[config.mk]
export PLATFORM = sky130hd
export DESIGN_NAME = seg_scan_decoder
export DESIGN_NICKNAME = d
export VERILOG_FILES = /design/src/rtl/seg_scan_pkg.sv /design/src/rtl/seg7_to_bcd.sv /design/src/rtl/seg_scan_decoder.sv
export SDC_FILE = /design/constraint.sdc
export NUM_CORES = 1
export LEC_CHECK = 0
export ABC_AREA = 1
export CORE_MARGIN = 2
export CORE_UTILIZATION = 38
export CTS_CLUSTER_SIZE = 16
export DETAILED_ROUTE_END_ITERATION = 8
export GPL_TIMING_DRIVEN = 0
export HOLD_SLACK_MARGIN = 0.15
export PLACE_DENSITY = 0.65
export SLEW_MARGIN = 40
export SYNTH_ARGS = -nofsm -noshare
export SYNTH_HDL_FRONTEND = slang
export SYNTH_HIERARCHICAL = 1
export SYNTH_SLANG_ARGS = --single-unit
[constraint.sdc]
create_clock -name clk -period 3.2 [get_ports clk]
set_input_delay 0.64 -clock clk [delete_from_list [all_inputs] [get_ports clk]]
set_output_delay 0.64 -clock clk [all_outputs]
set_load 0.1 [all_outputs]
[src/rtl/seg_scan_pkg.sv]
// Shared constants for the seven-segment scan decoder: glyph patterns ({g,f,e,d,c,b,a}, active-low),
// special nibbles and the capture FSM state encoding.
package seg_scan_pkg;
    localparam logic [6:0] SEG_0     = 7'b1000000;
    localparam logic [6:0] SEG_1     = 7'b1111001;
    localparam logic [6:0] SEG_2     = 7'b0100100;
    localparam logic [6:0] SEG_3     = 7'b0110000;
    localparam logic [6:0] SEG_4     = 7'b0011001;
    localparam logic [6:0] SEG_5     = 7'b0010010;
    localparam logic [6:0] SEG_6     = 7'b0000010;
    localparam logic [6:0] SEG_7     = 7'b1111000;
    localparam logic [6:0] SEG_8     = 7'b0000000;
    localparam logic [6:0] SEG_9     = 7'b0010000;
    localparam logic [6:0] SEG_BLANK = 7'b1111111;

    localparam logic [3:0] BLANK_NIB = 4'hA;
    localparam logic [3:0] ERR_NIB   = 4'hF;

    typedef enum logic [1:0] {
        ST_IDLE,
        ST_SETTLE,
        ST_CAPTURE,
        ST_HOLD
    } state_t;
endpackage

[src/rtl/seg7_to_bcd.sv]
// Combinational glyph decoder: active-low segment pattern -> BCD nibble plus an undecodable flag.
module seg7_to_bcd
    import seg_scan_pkg::*;
(
    input  logic [6:0] seg_i,
    output logic [3:0] nib_o,
    output logic       err_o
);
    always_comb begin
        nib_o = ERR_NIB;
        err_o = 1'b0;
        case (seg_i)
            SEG_0:     nib_o = 4'd0;
            SEG_1:     nib_o = 4'd1;
            SEG_2:     nib_o = 4'd2;
            SEG_3:     nib_o = 4'd3;
            SEG_4:     nib_o = 4'd4;
            SEG_5:     nib_o = 4'd5;
            SEG_6:     nib_o = 4'd6;
            SEG_7:     nib_o = 4'd7;
            SEG_8:     nib_o = 4'd8;
            SEG_9:     nib_o = 4'd9;
            SEG_BLANK: nib_o = BLANK_NIB;
            default:   err_o = 1'b1;
        endcase
    end
endmodule

[src/rtl/seg_scan_decoder.sv]
// Readback of the multiplexed 4-digit seven-segment bus: samples each settled digit, assembles frames.
// Optional BCD->binary converter is built when BIN_OUT_EN is defined.
module seg_scan_decoder
    import seg_scan_pkg::*;
#(
    parameter int SETTLE_CYCLES = 4,
    parameter int BLANK_TIMEOUT = 2_500_000
) (
    input  logic        clk,
    input  logic        reset,
    input  logic [6:0]  seg,
    input  logic [3:0]  an,
    output logic [15:0] value,
    output logic        frame_valid,
    output logic        blanked,
    output logic        digit_err,
    output logic        glitch_err
`ifdef BIN_OUT_EN
    ,
    output logic [13:0] bin_value,
    output logic        bin_valid
`endif
);
    localparam int SW = $clog2(SETTLE_CYCLES + 1);
    localparam int BW = $clog2(BLANK_TIMEOUT + 1);

    logic [3:0]      an_s1_q, an_s2_q, an_prev_q;
    logic [6:0]      seg_s1_q, seg_s2_q, seg_prev_q;
    state_t          state_q, state_d;
    logic [SW-1:0]   cnt_q, cnt_d;
    logic [3:0][3:0] slots_q, slots_n;
    logic [3:0]      mask_q, mask_n;
    logic            ferr_q, ferr_n;
    logic [15:0]     value_q;
    logic            fv_q, derr_q, glitch_q, blanked_q;
    logic [BW-1:0]   bcnt_q;
    logic [3:0]      dec_nib;
    logic            dec_err, change, capture, onehot, frame_done;
    logic [1:0]      idx;

    seg7_to_bcd u_dec (.seg_i(seg_s2_q), .nib_o(dec_nib), .err_o(dec_err));

    assign change  = {an_s2_q, seg_s2_q} != {an_prev_q, seg_prev_q};
    assign capture = (state_q == ST_CAPTURE);

    always_comb begin
        state_d = state_q;
        cnt_d   = cnt_q;
        case (state_q)
            ST_IDLE, ST_HOLD: begin
                if (change) begin
                    state_d = ST_SETTLE;
                    cnt_d   = '0;
                end
            end
            ST_SETTLE: begin
                if (change)
                    cnt_d = '0;
                else if (cnt_q == SW'(SETTLE_CYCLES - 1))
                    state_d = (an_s2_q == 4'hF) ? ST_IDLE : ST_CAPTURE;
                else
                    cnt_d = cnt_q + 1'b1;
            end
            ST_CAPTURE: state_d = ST_HOLD;
            default:    state_d = ST_IDLE;
        endcase
    end

    // Next frame contents as they stand after this cycle's capture, so completion lands one cycle later.
    always_comb begin
        onehot  = 1'b1;
        idx     = 2'd0;
        slots_n = slots_q;
        mask_n  = mask_q;
        ferr_n  = ferr_q;
        case (an_s2_q)
            4'b1110: idx = 2'd0;
            4'b1101: idx = 2'd1;
            4'b1011: idx = 2'd2;
            4'b0111: idx = 2'd3;
            default: onehot = 1'b0;
        endcase
        if (capture && onehot) begin
            slots_n[idx] = dec_nib;
            mask_n[idx]  = 1'b1;
            ferr_n       = ferr_q | dec_err;
        end
    end

    assign frame_done = capture && onehot && (mask_n == 4'hF);

    always_ff @(posedge clk or posedge reset) begin
        if (reset) begin
            an_s1_q    <= 4'hF;
            an_s2_q    <= 4'hF;
            an_prev_q  <= 4'hF;
            seg_s1_q   <= 7'h7F;
            seg_s2_q   <= 7'h7F;
            seg_prev_q <= 7'h7F;
            state_q    <= ST_IDLE;
            cnt_q      <= '0;
            slots_q    <= '0;
            mask_q     <= '0;
            ferr_q     <= 1'b0;
            value_q    <= '0;
            fv_q       <= 1'b0;
            derr_q     <= 1'b0;
            glitch_q   <= 1'b0;
            blanked_q  <= 1'b0;
            bcnt_q     <= '0;
        end else begin
            an_s1_q    <= an;
            an_s2_q    <= an_s1_q;
            an_prev_q  <= an_s2_q;
            seg_s1_q   <= seg;
            seg_s2_q   <= seg_s1_q;
            seg_prev_q <= seg_s2_q;
            state_q    <= state_d;
            cnt_q      <= cnt_d;
            slots_q    <= slots_n;
            fv_q       <= frame_done;
            glitch_q   <= capture && !onehot;
            if (frame_done) begin
                value_q <= slots_n;
                derr_q  <= ferr_n;
                mask_q  <= '0;
                ferr_q  <= 1'b0;
            end else begin
                mask_q  <= mask_n;
                ferr_q  <= ferr_n;
            end
            // Dark-display timer is sticky until a real digit is captured again.
            if (capture && onehot) begin
                bcnt_q    <= '0;
                blanked_q <= 1'b0;
            end else if (an_s2_q == 4'hF && bcnt_q != BW'(BLANK_TIMEOUT)) begin
                bcnt_q <= bcnt_q + 1'b1;
                if (bcnt_q == BW'(BLANK_TIMEOUT - 1))
                    blanked_q <= 1'b1;
            end
        end
    end

    assign value       = value_q;
    assign frame_valid = fv_q;
    assign digit_err   = derr_q;
    assign glitch_err  = glitch_q;
    assign blanked     = blanked_q;

`ifdef BIN_OUT_EN
    function automatic logic has_non_bcd(input logic [15:0] v);
        return (v[15:12] > 4'd9) || (v[11:8] > 4'd9) || (v[7:4] > 4'd9) || (v[3:0] > 4'd9);
    endfunction

    logic [15:0] conv_q;
    logic [13:0] acc_q, acc_n, bin_q;
    logic [1:0]  step_q;
    logic        busy_q, bad_q, bv_q;

    assign acc_n = acc_q * 14'd10 + {10'd0, conv_q[15:12]};

    // Loaded on the completing edge itself so the result lands four cycles after frame_valid.
    always_ff @(posedge clk or posedge reset) begin
        if (reset) begin
            conv_q <= '0;
            acc_q  <= '0;
            bin_q  <= '0;
            step_q <= '0;
            busy_q <= 1'b0;
            bad_q  <= 1'b0;
            bv_q   <= 1'b0;
        end else begin
            bv_q <= 1'b0;
            if (frame_done) begin
                conv_q <= slots_n;
                acc_q  <= '0;
                step_q <= '0;
                busy_q <= 1'b1;
                bad_q  <= has_non_bcd(slots_n);
            end else if (busy_q) begin
                acc_q  <= acc_n;
                conv_q <= {conv_q[11:0], 4'h0};
                step_q <= step_q + 1'b1;
                if (step_q == 2'd3) begin
                    busy_q <= 1'b0;
                    bv_q   <= 1'b1;
                    bin_q  <= bad_q ? 14'd0 : acc_n;
                end
            end
        end
    end

    assign bin_value = bin_q;
    assign bin_valid = bv_q;
`endif
endmodule
Yosys cells after proc, flatten, opt, wreduce, memory -nomap -nowiden

Index checks and enable logic that the tools add are counted.

Flip-flop bits (word level): 101
Bits of input ports: 13
Output and inout port bits: 20
Word-level logic and storage cells: 98

$add $sub $neg: 2
Order comparisons: 2
Equality and inequality tests: 27
Muxes and demuxes: 28
Bitwise gates (word level): 2
Reductions and logical operators: 17

Operator list:

| kind                                                             | number |
|---|---|
| 22-bit 2-to-1 mux                                                | 2 |
| 4-bit case mux with 11 select lines                              | 1 |
| 7-bit == test (second input constant)                            | 4 |
| 22-bit by 1-bit adder with 22-bit output (second input constant) | 1 |
| 22-bit == test (second input constant)                           | 1 |
| 22-bit inequality test (second input constant)                   | 1 |
| 7-bit by 5-bit == test with 1-bit output (second input constant) | 3 |
| 4-bit == test (second input constant)                            | 5 |
| 16-bit bitwise mux                                               | 1 |
| 16-bit 2-to-1 mux                                                | 1 |
| 7-bit by 6-bit == test with 1-bit output (second input constant) | 2 |
| 4-bit 2-to-1 mux                                                 | 3 |
| 2-bit case mux with 3 select lines                               | 2 |
| 11-bit inequality test                                           | 1 |
| 11-bit OR reduction                                              | 1 |
| 3-bit 2-to-1 mux                                                 | 3 |
| 4-bit demux with 2-bit select                                    | 1 |
| 1-bit 2-to-1 mux                                                 | 8 |
| 2-bit 2-to-1 mux                                                 | 4 |
| 7-bit by 2-bit == test with 1-bit output (second input constant) | 1 |
| 7-bit zero test                                                  | 1 |
| 2-bit inequality test (second input constant)                    | 3 |
| 3-bit case mux with 2 select lines                               | 1 |
| 3-bit AND reduction                                              | 2 |
| 18 further kinds                                                 | 25 |

Depth between registers and ports, before layout

Gate-level depths: netlist of the first run.

Depth after elaboration: 11
Depth in mapped cells: 12
Gate-level depth less buffers: 12

Hierarchy

Netlist of the first run, hierarchy kept.

Modules (own cells, without submodules):

| module           | times used | cells an instance | area an instance (µm²) | seq. area each (µm²) |
|---|---|---|---|---|
| seg_scan_decoder | 1          | 552               | 4765.8                 | 2568.7 |
| seg7_to_bcd      | 1          | 63                | 290.3                  | 0.0 |

Least setup slack after synthesis of the first run

Ideal clock, no wire load.

Path kind: register -> register
Start: register state_q[0]
End: register value_q[4], in the netlist value[4]
Setup time: 68 ps
Arrival time: 1702 ps
Data required time: 3132 ps
Path slack: 1430 ps
Cell stages (with the launch flop): 11
Buffers on the path: 2
Clock period less this slack: 1770 ps
Cells stage by stage: dfrtp_1 -> inv_1 -> ha_1 -> buf_2 -> nand4_4 -> nand2_1 -> inv_1 -> a21oi_4 -> buf_6 -> nand4_1 -> nand2_1

Longest elaborated chain between the ends: 5
Elaborated cells on any way between the ends: 6
Classes of those cells: 2 x eq/ne; 2 x mux; 2 x reduce/logical

Ends and longest elaborated chain:

| what                   | line                                           | source |
|---|---|---|
| from (decl)            | seg_scan_decoder.sv:29                         | `state_t state_q, state_d;` |
| from (signal assigned) | seg_scan_decoder.sv:118                        | `state_q <= state_d;` |
| 2-bit == test *        | seg_scan_decoder.sv:44                         | `assign capture = (state_q == ST_CAPTURE);` |
| 1-bit logical AND *    | seg_scan_decoder.sv:83, seg_scan_decoder.sv:90 |  |
| 4-bit 2-to-1 mux       | seg_scan_decoder.sv:83                         | `if (capture && onehot) begin` |
| 4-bit == test          | seg_scan_decoder.sv:90                         | `assign frame_done = capture && onehot && (mask_n == 4'hF);` |
| 1-bit logical AND      | seg_scan_decoder.sv:90                         |  |
| to (signal assigned)   | seg_scan_decoder.sv:124                        | `value_q <= slots_n;` |
| to (decl)              | seg_scan_decoder.sv:34                         | `logic [15:0] value_q;` |

Every way passes the cells marked *; elsewhere a longest branch is shown, timed or not.
A chain may end at the register's enable or synchronous reset.

Final worst setup path of the first run

Start: register state_q[0]
End: register value_q[1], in the netlist value[1]

Same word-level chain as after synthesis.

==> results of run 1 <==
==> power by group <==
| part | leakage (nW) | internal, W | total (W) | switching (W) |
|---|---|---|---|---|
| Clock | 0.133 | 0.000535 | 0.00104 | 0.000509 |
| Combinational | 1.51 | 0.000211 | 0.000658 | 0.000448 |
| Sequential | 1.27 | 0.00146 | 0.00155 | 0.0000884 |
| Total | 2.91 | 0.00221 | 0.00325 | 0.00104 |
==> flip-flops by register name, summed over array words and instances, names as in the netlist <==
register / cells
glitch_err: 1
slots_q: 16
an_prev_q: 4
value: 16
frame_valid: 1
digit_err: 1
bcnt_q: 22
cnt_q: 3
an_s2_q: 4
state_q: 2
seg_prev_q: 7
seg_s1_q: 7
seg_s2_q: 7
ferr_q: 1
an_s1_q: 4
blanked: 1
mask_q: 4
==> path summary, 6_finish.rpt <==
check,from,to,slack [ps]
max,state_q[0],value[1],1010
min,seg_s1_q[3],seg_s2_q[3],350
max reg2reg,state_q[0],value[1],1010
min reg2reg,seg_s1_q[3],seg_s2_q[3],350
max in group asynchronous,reset,mask_q[2],1720
min in group asynchronous,reset,seg_s1_q[4],950
==> layout make-up <==
type | instances | area [um^2] | area share [%]
sequential | 101 | 2570 | 43.7
multi-input combinational | 415 | 2050 | 34.9
inverter | 87 | 335 | 5.70
timing repair buffer | 36 | 323 | 5.49
clock buffer | 10 | 229 | 3.89
tap | 176 | 220 | 3.75
buffer | 12 | 106 | 1.81
clock inverter | 6 | 47.5 | 0.809
==> worst max-delay path: cells and delay by family, from the launching register on <==
kind / cells / cell delay, ps
and+or+nand+nor: 4 / 620
buffers and inverters: 4 / 650
DFF: 1 / 430
adders and majority gates: 1 / 180
AOI/OAI and AO/OA: 1 / 260
==> routing by layer <==
metal	routed length (um)	vias up
li1	-	2050
met1	5170	1947
met2	5330	91
met3	449	19
met4	191	0
met5	0	-
==> Yosys cell counts <==
library cell	n	share of area [%]
nor2_4	2	0.45
buf_4	1	0.15
a21oi_1	2	0.20
nand2_1	187	14
xnor2_1	7	1.2
nand4_2	1	0.25
nand3_1	32	3.2
a21oi_4	1	0.32
dfstp_2	33	17
o21ai_1	9	0.89
nor3b_1	1	0.15
inv_2	6	0.45
buf_2	4	0.40
nand2_2	12	1.5
a21oi_2	1	0.17
nand4_4	2	0.84
nor2_2	5	0.62
xor2_1	2	0.35
o21ai_0	27	2.7
ha_1	8	2.0
clkinv_4	1	0.17
buf_6	7	1.6
nand4_1	43	5.3
nand3_2	3	0.59
nand2_8	1	0.40
nor2_1	55	4.1
or2_2	1	0.12
inv_1	80	5.9
dfrtp_1	68	34
nor3_1	11	1.1
o31ai_1	2	0.30
==> cells by family after synthesis <==
kind of cell / after synthesis / share of synthesized area, %
and+or+nand+nor: 356 / 32.4
DFF: 101 / 50.8
buffers and inverters: 99 / 8.66
AOI/OAI and AO/OA: 42 / 4.55
xor gates and xnor gates: 9 / 1.56
adders and majority gates: 8 / 1.98
==> through the flow <==
step / hold WS [ps] / setup slack (ps) / util (%)
after CTS: 355 / 1020 / 44.8
after global placement: 348 / 339 / 42.6
after global routing: 359 / 855 / 44.8
after detailed placement: 347 / 1040 / 42.6
final: 355 / 1010 / 44.8
after floorplan: 345 / 1380 / -
==> results_dict.tcl, run 1 <==
set metrics [dict create \
    irDropWorstVdd_v 0.000247 \
    worst-path-max-fanout 10 \
    power_w 0.00325 \
    clkSlewWorstSetupHoldPaths_ps 70 \
    cts_max_level 3 \
    clock_insertion_delay_at_the_later_pin_of_the_skew_report_ps 350 \
    root_buffer_cell "clkbuf_16" \
    grt_setup_unrepaired "no" \
    dpl_cell_area_um2 5600 \
    cts_resized 0 \
    timing.final.hold_violations 0 \
    routedWlPerCell_um 13.2 \
    number_of_placement_rows 42 \
    totalWireLength_mm 11.1 \
    post_synth_num_cell_types 31 \
    finalSetupViolCount 0 \
    endpoint_kind "flip-flop" \
    floorplan.die.height_um 119 \
    cts_max_path_buffers 2 \
    groute.usage.overall_pct 16.8 \
    crit_path_cell_trace "inv_1, ha_1, buf_2, nand4_4, nand2_1, inv_1, a21oi_4, buf_6, nand4_1, nand2_1" \
    cpPeakStageDelay_ps 430 \
    groute.layer.met2.usage_pct 27.4 \
    synthesis.instances 615 \
    num_io_pins 33 \
    floorplan_die_width_um 119 \
    synthesis.area_per_instance_um2 8.22 \
    insertedDiodeCount 0 \
    worst-slew-pin-transition_ps 490 \
    layoutNonFillerInstCount 843 \
    final_min_period_over_clock_period_pct 68.5 \
    synthesis.nets 636 \
    numCtsBuffers 9 \
    yosys_warn_count 6 \
    cts.sinks 101 \
    grt_start_max_net_pins 25 \
    tritoncts_clock_tree "done" \
    numPortBuffers 32 \
    dr_total_vias 4107 \
    min_delay_worst_type "flip-flop to flip-flop" \
    worst_r2r_path_depth 10 \
    critPathRequiredTime_ps 3490 \
    max_stage_delay_cell_worst_path "dfrtp_1" \
    min_period_ps 2190 \
    ys_seq_elements 101 \
    globalRouteMet3Util_pct 4.12 \
    drt_pre_antenna_iters 5 \
    global_route.peak_usage_layer "met2" \
    grt-ovfl-total 0 \
    vias_per_cell 4.87 \
    run_status "finished clean" \
    ant_nets 0 \
    initial_standard_cell_utilization_of_the_core_pct 38.5 \
    global_route_wire_length_before_repair_mm 18.9 \
    final_layout_size_suffix_gt1_share_pct 18.1 \
    drv_cap 0 \
    timing.critical_path.from_type "flip-flop" \
    dpl.cell_count 827 \
    most_common_cell_after_layout_fill_and_taps_aside "nand2_1" \
    yosysSeqAreaShare_pct 50.8 \
    critical_path_class "flip-flop to flip-flop" \
    core_area_um2 13100 \
    pwr_density_cell_nw_per_um2 553 \
    number_of_global_route_vias_before_repair 3938 \
    grt.met1_usage_pct 22.0 \
    syn_to_final_growth_pct 16.3 \
    area_of_all_placed_cells_without_fillers_um2 5880 \
    final_cell_mix "nand2_1, inv_1, dfrtp_1" \
    slew-limit-headroom_pct 67.6 \
    post_synth_instance_area_um2 5060 \
    worst_hold_path.num_cells 0 \
    fin_worst_skew_ps 10.9 \
    nets 683 \
    clock.fmax_mhz 456 \
    filler_cells_inserted 1286 \
    grt_antenna_before_repair 0 \
    timing_max_transition_violations_final 0 \
    gp_routability_congestion 0.884 \
    worst_ep_arrival_time_ps 2490 \
    cts-hold-fix-buffers 0 \
    post-cts-setup-buffer-count 0 \
    dp_hpwl_mm 8.32 \
    p_leak_nw 2.91 \
    drt_iter0_drc 294 \
    fin_tns_setup_ps 0 \
    drc 0 \
    die-area_um2 14200 \
]
(Power assumes the default switching activity.)
==> run 2, diff against run 1 <==
- PLACE_DENSITY: 0.65 -> 0.63
- clock period: 3.2 -> 2.2 ns (I/O delays scaled with it)
==> results_dict.tcl, run 2 (synthesis gave the netlist of run 1 again) <==
set metrics [dict create \
    tritoncts_clock_tree "done" \
    worstReg2RegStart "bcnt_q[0]" \
    worst-path-max-fanout 5 \
    fin_worst_skew_ps 10.8 \
    cts_max_path_buffers 2 \
    routedWlPerCell_um 13.1 \
    insertedDiodeCount 0 \
    pre_cts_setup_slack_ps 41.2 \
    pwr_density_cell_nw_per_um2 826 \
    number_of_placement_rows 42 \
    drv_cap 0 \
    clock_insertion_delay_at_the_later_pin_of_the_skew_report_ps 360 \
    drc 0 \
    max_stage_delay_cell_worst_path "dfrtp_1" \
    floorplan_die_width_um 119 \
    filler_cells_inserted 1304 \
    initial_standard_cell_utilization_of_the_core_pct 38.5 \
    layout_utilization_pct 45.1 \
    vias_per_cell 4.87 \
    multiInputGateArea_um2 2050 \
    core_area_um2 13100 \
    top_register "bcnt_q" \
    cpPeakStageDelay_ps 450 \
    dp_hpwl_mm 8.30 \
    clock.fmax_mhz 495 \
    dpl.cell_count 827 \
    crit_path_cell_trace "ha_1, inv_1, nor2_1, inv_1, nor2_1, nand3_1, nand2_1, nand4_1, o21ai_0" \
    register_area_um2 2570 \
    worst_hold_startpoint "seg_s1_q[6]" \
    cts-hold-fix-buffers 0 \
    numPortBuffers 32 \
    crit_start "bcnt_q[0]" \
    global_route_wire_length_before_repair_mm 19.3 \
    drt_pre_antenna_iters 4 \
    root_buffer_cell "clkbuf_16" \
    nets 685 \
    groute.usage.overall_pct 17.0 \
    die-area_um2 14200 \
    dr_total_vias 4114 \
    grt_setup_unrepaired "no" \
    most_common_cell_after_layout_fill_and_taps_aside "nand2_1" \
    number_of_global_route_vias_before_repair 4202 \
    grt-ovfl-total 0 \
    critPathRequiredTime_ps 2480 \
    gp_routability_congestion 0.909 \
    largest_register_ff_count 22 \
    drt_iter0_drc 220 \
    floorplan.die.height_um 119 \
    layout_setup_ws_ps 179 \
    worst-slew-pin-transition_ps 494 \
    slew-limit-headroom_pct 67.3 \
    timing_max_transition_violations_final 0 \
    cts.sinks 101 \
    timing.final.hold_violations 0 \
    final_layout_size_suffix_gt1_share_pct 18.7 \
    timing.critical_path.from_type "flip-flop" \
    layoutNonFillerInstCount 845 \
    fin_tns_setup_ps 0 \
    syn_to_final_growth_pct 17.2 \
    p_leak_nw 2.94 \
    grt_antenna_before_repair 0 \
    numCtsBuffers 9 \
    min_delay_worst_type "flip-flop to flip-flop" \
    final_min_period_over_clock_period_pct 91.9 \
    finalSetupViolCount 0 \
    worst_ep_arrival_time_ps 2300 \
    final_cell_mix "nand2_1, inv_1, dfrtp_1" \
    power_w 0.00490 \
    irDropWorstVdd_v 0.000436 \
    endpoint_kind "flip-flop" \
    min_period_ps 2020 \
    num_io_pins 33 \
    grt_start_max_net_pins 28 \
    cts_max_level 3 \
    clkSlewWorstSetupHoldPaths_ps 70 \
    critical_path_class "flip-flop to flip-flop" \
    totalWireLength_mm 11.1 \
    ant_nets 0 \
    run_status "finished clean" \
]
-- run 2: final cells by class --
| type | instances | share of cell area [%] |
|---|---|---|
| buffer | 12 | 1.84 |
| clock buffer | 10 | 4.03 |
| clock inverter | 6 | 1.22 |
| inverter | 87 | 5.66 |
| multi-input combinational | 415 | 34.6 |
| sequential | 101 | 43.3 |
| tap | 176 | 3.72 |
| timing repair buffer | 38 | 5.57 |
-- run 2: worst paths after layout --
| check | to | slack [ps] | depth (start not counted) |
|---|---|---|---|
| max in group asynchronous | mask_q[3] | 1100 | 4 |
| min in group asynchronous | bcnt_q[2] | 450 | 2 |
| max reg2reg | bcnt_q[16] | 180 | 9 |
| min reg2reg | seg_s2_q[6] | 360 | 0 |
| min | seg_s2_q[6] | 360 | 0 |
| max | bcnt_q[16] | 180 | 9 |
-- run 2: report_power, final --
part | total, W | switching (W) | internal, W
registers | 0.00226 | 0.000133 | 0.00213
logic | 0.000982 | 0.000664 | 0.000318
clock network | 0.00165 | 0.000732 | 0.000921
-- run 2: metal layers --
metal	up-vias	share of wire (%)	global-route usage, %
met5	-	0	0
met4	0	2.2	8.46
met3	20	4.1	2.97
met2	71	49	28.8
met1	1958	45	20.9
li1	2065	-	-
-- run 2: what timing repair did --
| action | in CTS | in global routing |
|---|---|---|
| gates resized for setup | 0 | 2 |
| setup endpoints to repair | 0 | 12 |
| hold endpoints to repair | 0 | 0 |
| setup buffers | 0 | 2 |
-- run 2: critical path: cells and delay by family, from the launching register on --
| family | cells | cell delay (ps) |
|---|---|---|
| compound gates | 1 | 80 |
| fa+ha+maj | 1 | 250 |
| flops | 1 | 450 |
| buf+inv | 2 | 290 |
| simple gates | 5 | 870 |
-- run 2: per-stage QoR --
stage          hold WS, ps  area, um^2
2_1_floorplan          345        5060
6_report               356        5930
3_3_place_gp           346        5600
3_5_place_dp           347        5600
5_1_grt                363        5930
4_1_cts                357        5910
==> run 3, diff against run 2 <==
- CORE_UTILIZATION: 38 -> 39
- PLACE_DENSITY: 0.63 -> 0.64
- SKIP_LAST_GASP: not set -> 1
==> results_dict.tcl, run 3 (synthesis gave the netlist of run 1 again) <==
set metrics [dict create \
    gp_routability_congestion 0.883 \
    cts.sinks 101 \
    cts-hold-fix-buffers 0 \
    p_leak_nw 2.92 \
    timing.final.hold_violations 0 \
    tritoncts_clock_tree "done" \
    slew-limit-headroom_pct 67.5 \
    floorplan_die_width_um 118 \
    pre_cts_setup_slack_ps 94.1 \
    global_route_wire_length_before_repair_mm 18.6 \
    root_buffer_cell "clkbuf_16" \
    number_of_global_route_vias_before_repair 3970 \
    final_layout_size_suffix_gt1_share_pct 18.5 \
    clkSlewWorstSetupHoldPaths_ps 70 \
    final_cell_mix "nand2_1, inv_1, dfrtp_1" \
    filler_cells_inserted 1241 \
    power_switching_share_pct 31.6 \
    cts_max_level 3 \
    grt-ovfl-total 0 \
    syn_to_final_growth_pct 16.4 \
    global_route.peak_usage_layer "met2" \
    grt_antenna_before_repair 0 \
    dr_total_vias 4057 \
    num_io_pins 33 \
    worst_ep_arrival_time_ps 2240 \
    seqPwrFrac_pct 48.1 \
    dp_hpwl_mm 7.95 \
    grt_setup_unrepaired "no" \
    grt.met1_usage_pct 21.8 \
    cpPeakStageDelay_ps 450 \
    drv_cap 0 \
    crit_path_cell_trace "inv_1, ha_1, nand3_1, nor3_1, nand3_1, nand2_2, buf_4, inv_1, buf_6, nand4_1, o21ai_0" \
    timing_max_transition_violations_final 0 \
    layout_setup_ws_ps 188 \
    critPathRequiredTime_ps 2430 \
    nets 685 \
    initial_standard_cell_utilization_of_the_core_pct 40.1 \
    hold-worst-slack_ps 350 \
    die-area_um2 13900 \
    run_status "finished clean" \
    floorplan.die.height_um 118 \
    min_period_ps 2010 \
    endpoint_kind "flip-flop" \
    final_min_period_over_clock_period_pct 91.4 \
    groute.layer.met2.usage_pct 26.0 \
    cts_max_path_buffers 2 \
    top_register "bcnt_q" \
    groute.usage.overall_pct 16.5 \
    core_area_um2 12600 \
    clock_insertion_delay_at_the_later_pin_of_the_skew_report_ps 350 \
    largest_register_ff_count 22 \
    number_of_placement_rows 41 \
    worst_path_dominant_cell_family "simple AND/OR/NAND/NOR gates" \
    most_common_cell_after_layout_fill_and_taps_aside "nand2_1" \
    drt_pre_antenna_iters 5 \
    cell_internal_pwr_w 0.00321 \
    drt_iter0_drc 273 \
    pwr-share-comb_pct 20.9 \
    power.net_switching_w 0.00148 \
    critical_path_class "flip-flop to flip-flop" \
    numCtsBuffers 9 \
    numPortBuffers 32 \
    worst-path-max-fanout 10 \
    insertedDiodeCount 0 \
    drc 0 \
    worst-slew-pin-transition_ps 492 \
    grt_start_max_net_pins 26 \
    fin_worst_skew_ps 7.99 \
    buf_inv_stages_crit_path 4 \
    max_stage_delay_cell_worst_path "dfrtp_1" \
    worst_r2r_path_depth 11 \
    pwr_density_cell_nw_per_um2 798 \
    routedWlPerCell_um 12.7 \
    clock.fmax_mhz 497 \
    finalSetupViolCount 0 \
    worstSetupPathDepth 11 \
    timing.critical_path.from_type "flip-flop" \
    ant_nets 0 \
    min_delay_worst_type "flip-flop to flip-flop" \
    irDropWorstVdd_v 0.000548 \
    worst_hold_path.num_cells 0 \
    globalRouteMet3Util_pct 4.51 \
    totalWireLength_mm 10.7 \
    pwr-share-clk_pct 31.0 \
    vias_per_cell 4.82 \
]
run 3: cell count changes in the layout (fill, tap and decap cells not counted):
| cell | delta |
|---|---|
| clkinvlp_4 | +1 |
| clkbuf_1 | +1 |
| clkbuf_8 | -1 |
| inv_6 | +1 |
| buf_16 | +1 |
| bufinv_16 | -1 |
| buf_12 | -1 |
| clkinv_2 | +3 |
| clkinv_4 | -4 |
run 3: stage by stage:
stage	utilization (%)	power, W	TNS (ps)	cell area, um^2	cells
detailed placement	44.4	0.00326	0	5600	823
CTS	46.5	0.00474	0	5870	839
global placement	44.3	0.00321	-30700	5600	819
finish	46.6	0.00470	0	5890	841
global route	46.6	0.00497	0	5890	841
floorplan	-	0.00300	0	5060	615
run 3: power groups by stage:
stage	sequential (W)	clock [W]	combinational (W)
global route	0.00228	0.00157	0.00111
detailed placement	0.00229	0	0.000967
global placement	0.00228	0	0.000925
floorplan	0.00235	0	0.000657
CTS	0.00226	0.00151	0.000969
finish	0.00226	0.00146	0.000980
run 3: final cells by class:
cell class / count / area (um^2) / area share, %
sequential: 101 / 2570 / 43.6
clock inverter: 6 / 38.8 / 0.659
buffer: 12 / 109 / 1.85
clock buffer: 10 / 229 / 3.89
timing repair buffer: 38 / 338 / 5.74
tap: 172 / 215 / 3.66
multi-input combinational: 415 / 2050 / 34.9
inverter: 87 / 335 / 5.70
run 3: path summary, 6_finish.rpt:
check                      startpoint    endpoint  slack, ps
max                         bcnt_q[0]  bcnt_q[16]        190
min                        an_s1_q[2]  an_s2_q[2]        350
max reg2reg                 bcnt_q[0]  bcnt_q[16]        190
min reg2reg                an_s1_q[2]  an_s2_q[2]        350
max in group asynchronous       reset  state_q[1]       1010
min in group asynchronous       reset  an_s2_q[0]        650
run 3: metal layers:
layer | vias up | wire, um | share of wire, %
li1 | 2048 | - | -
met1 | 1897 | 5000 | 47
met2 | 98 | 4980 | 47
met3 | 14 | 575 | 5.4
met4 | 0 | 136 | 1.3
met5 | - | 0 | 0
run 3: worst reg2reg max path, cell delays in order (launching register included):
cell and delay [ps]:
dfrtp_1 450, inv_1 130, ha_1 170, nand3_1 70, nor3_1 190, nand3_1 140
nand2_2 140, buf_4 190, inv_1 110, buf_6 160, nand4_1 70, o21ai_0 70
run 3: what timing repair did:
item	4_1_cts	5_1_grt
setup buffers	0	2
resized for setup	0	2
setup endpoints to repair	0	10
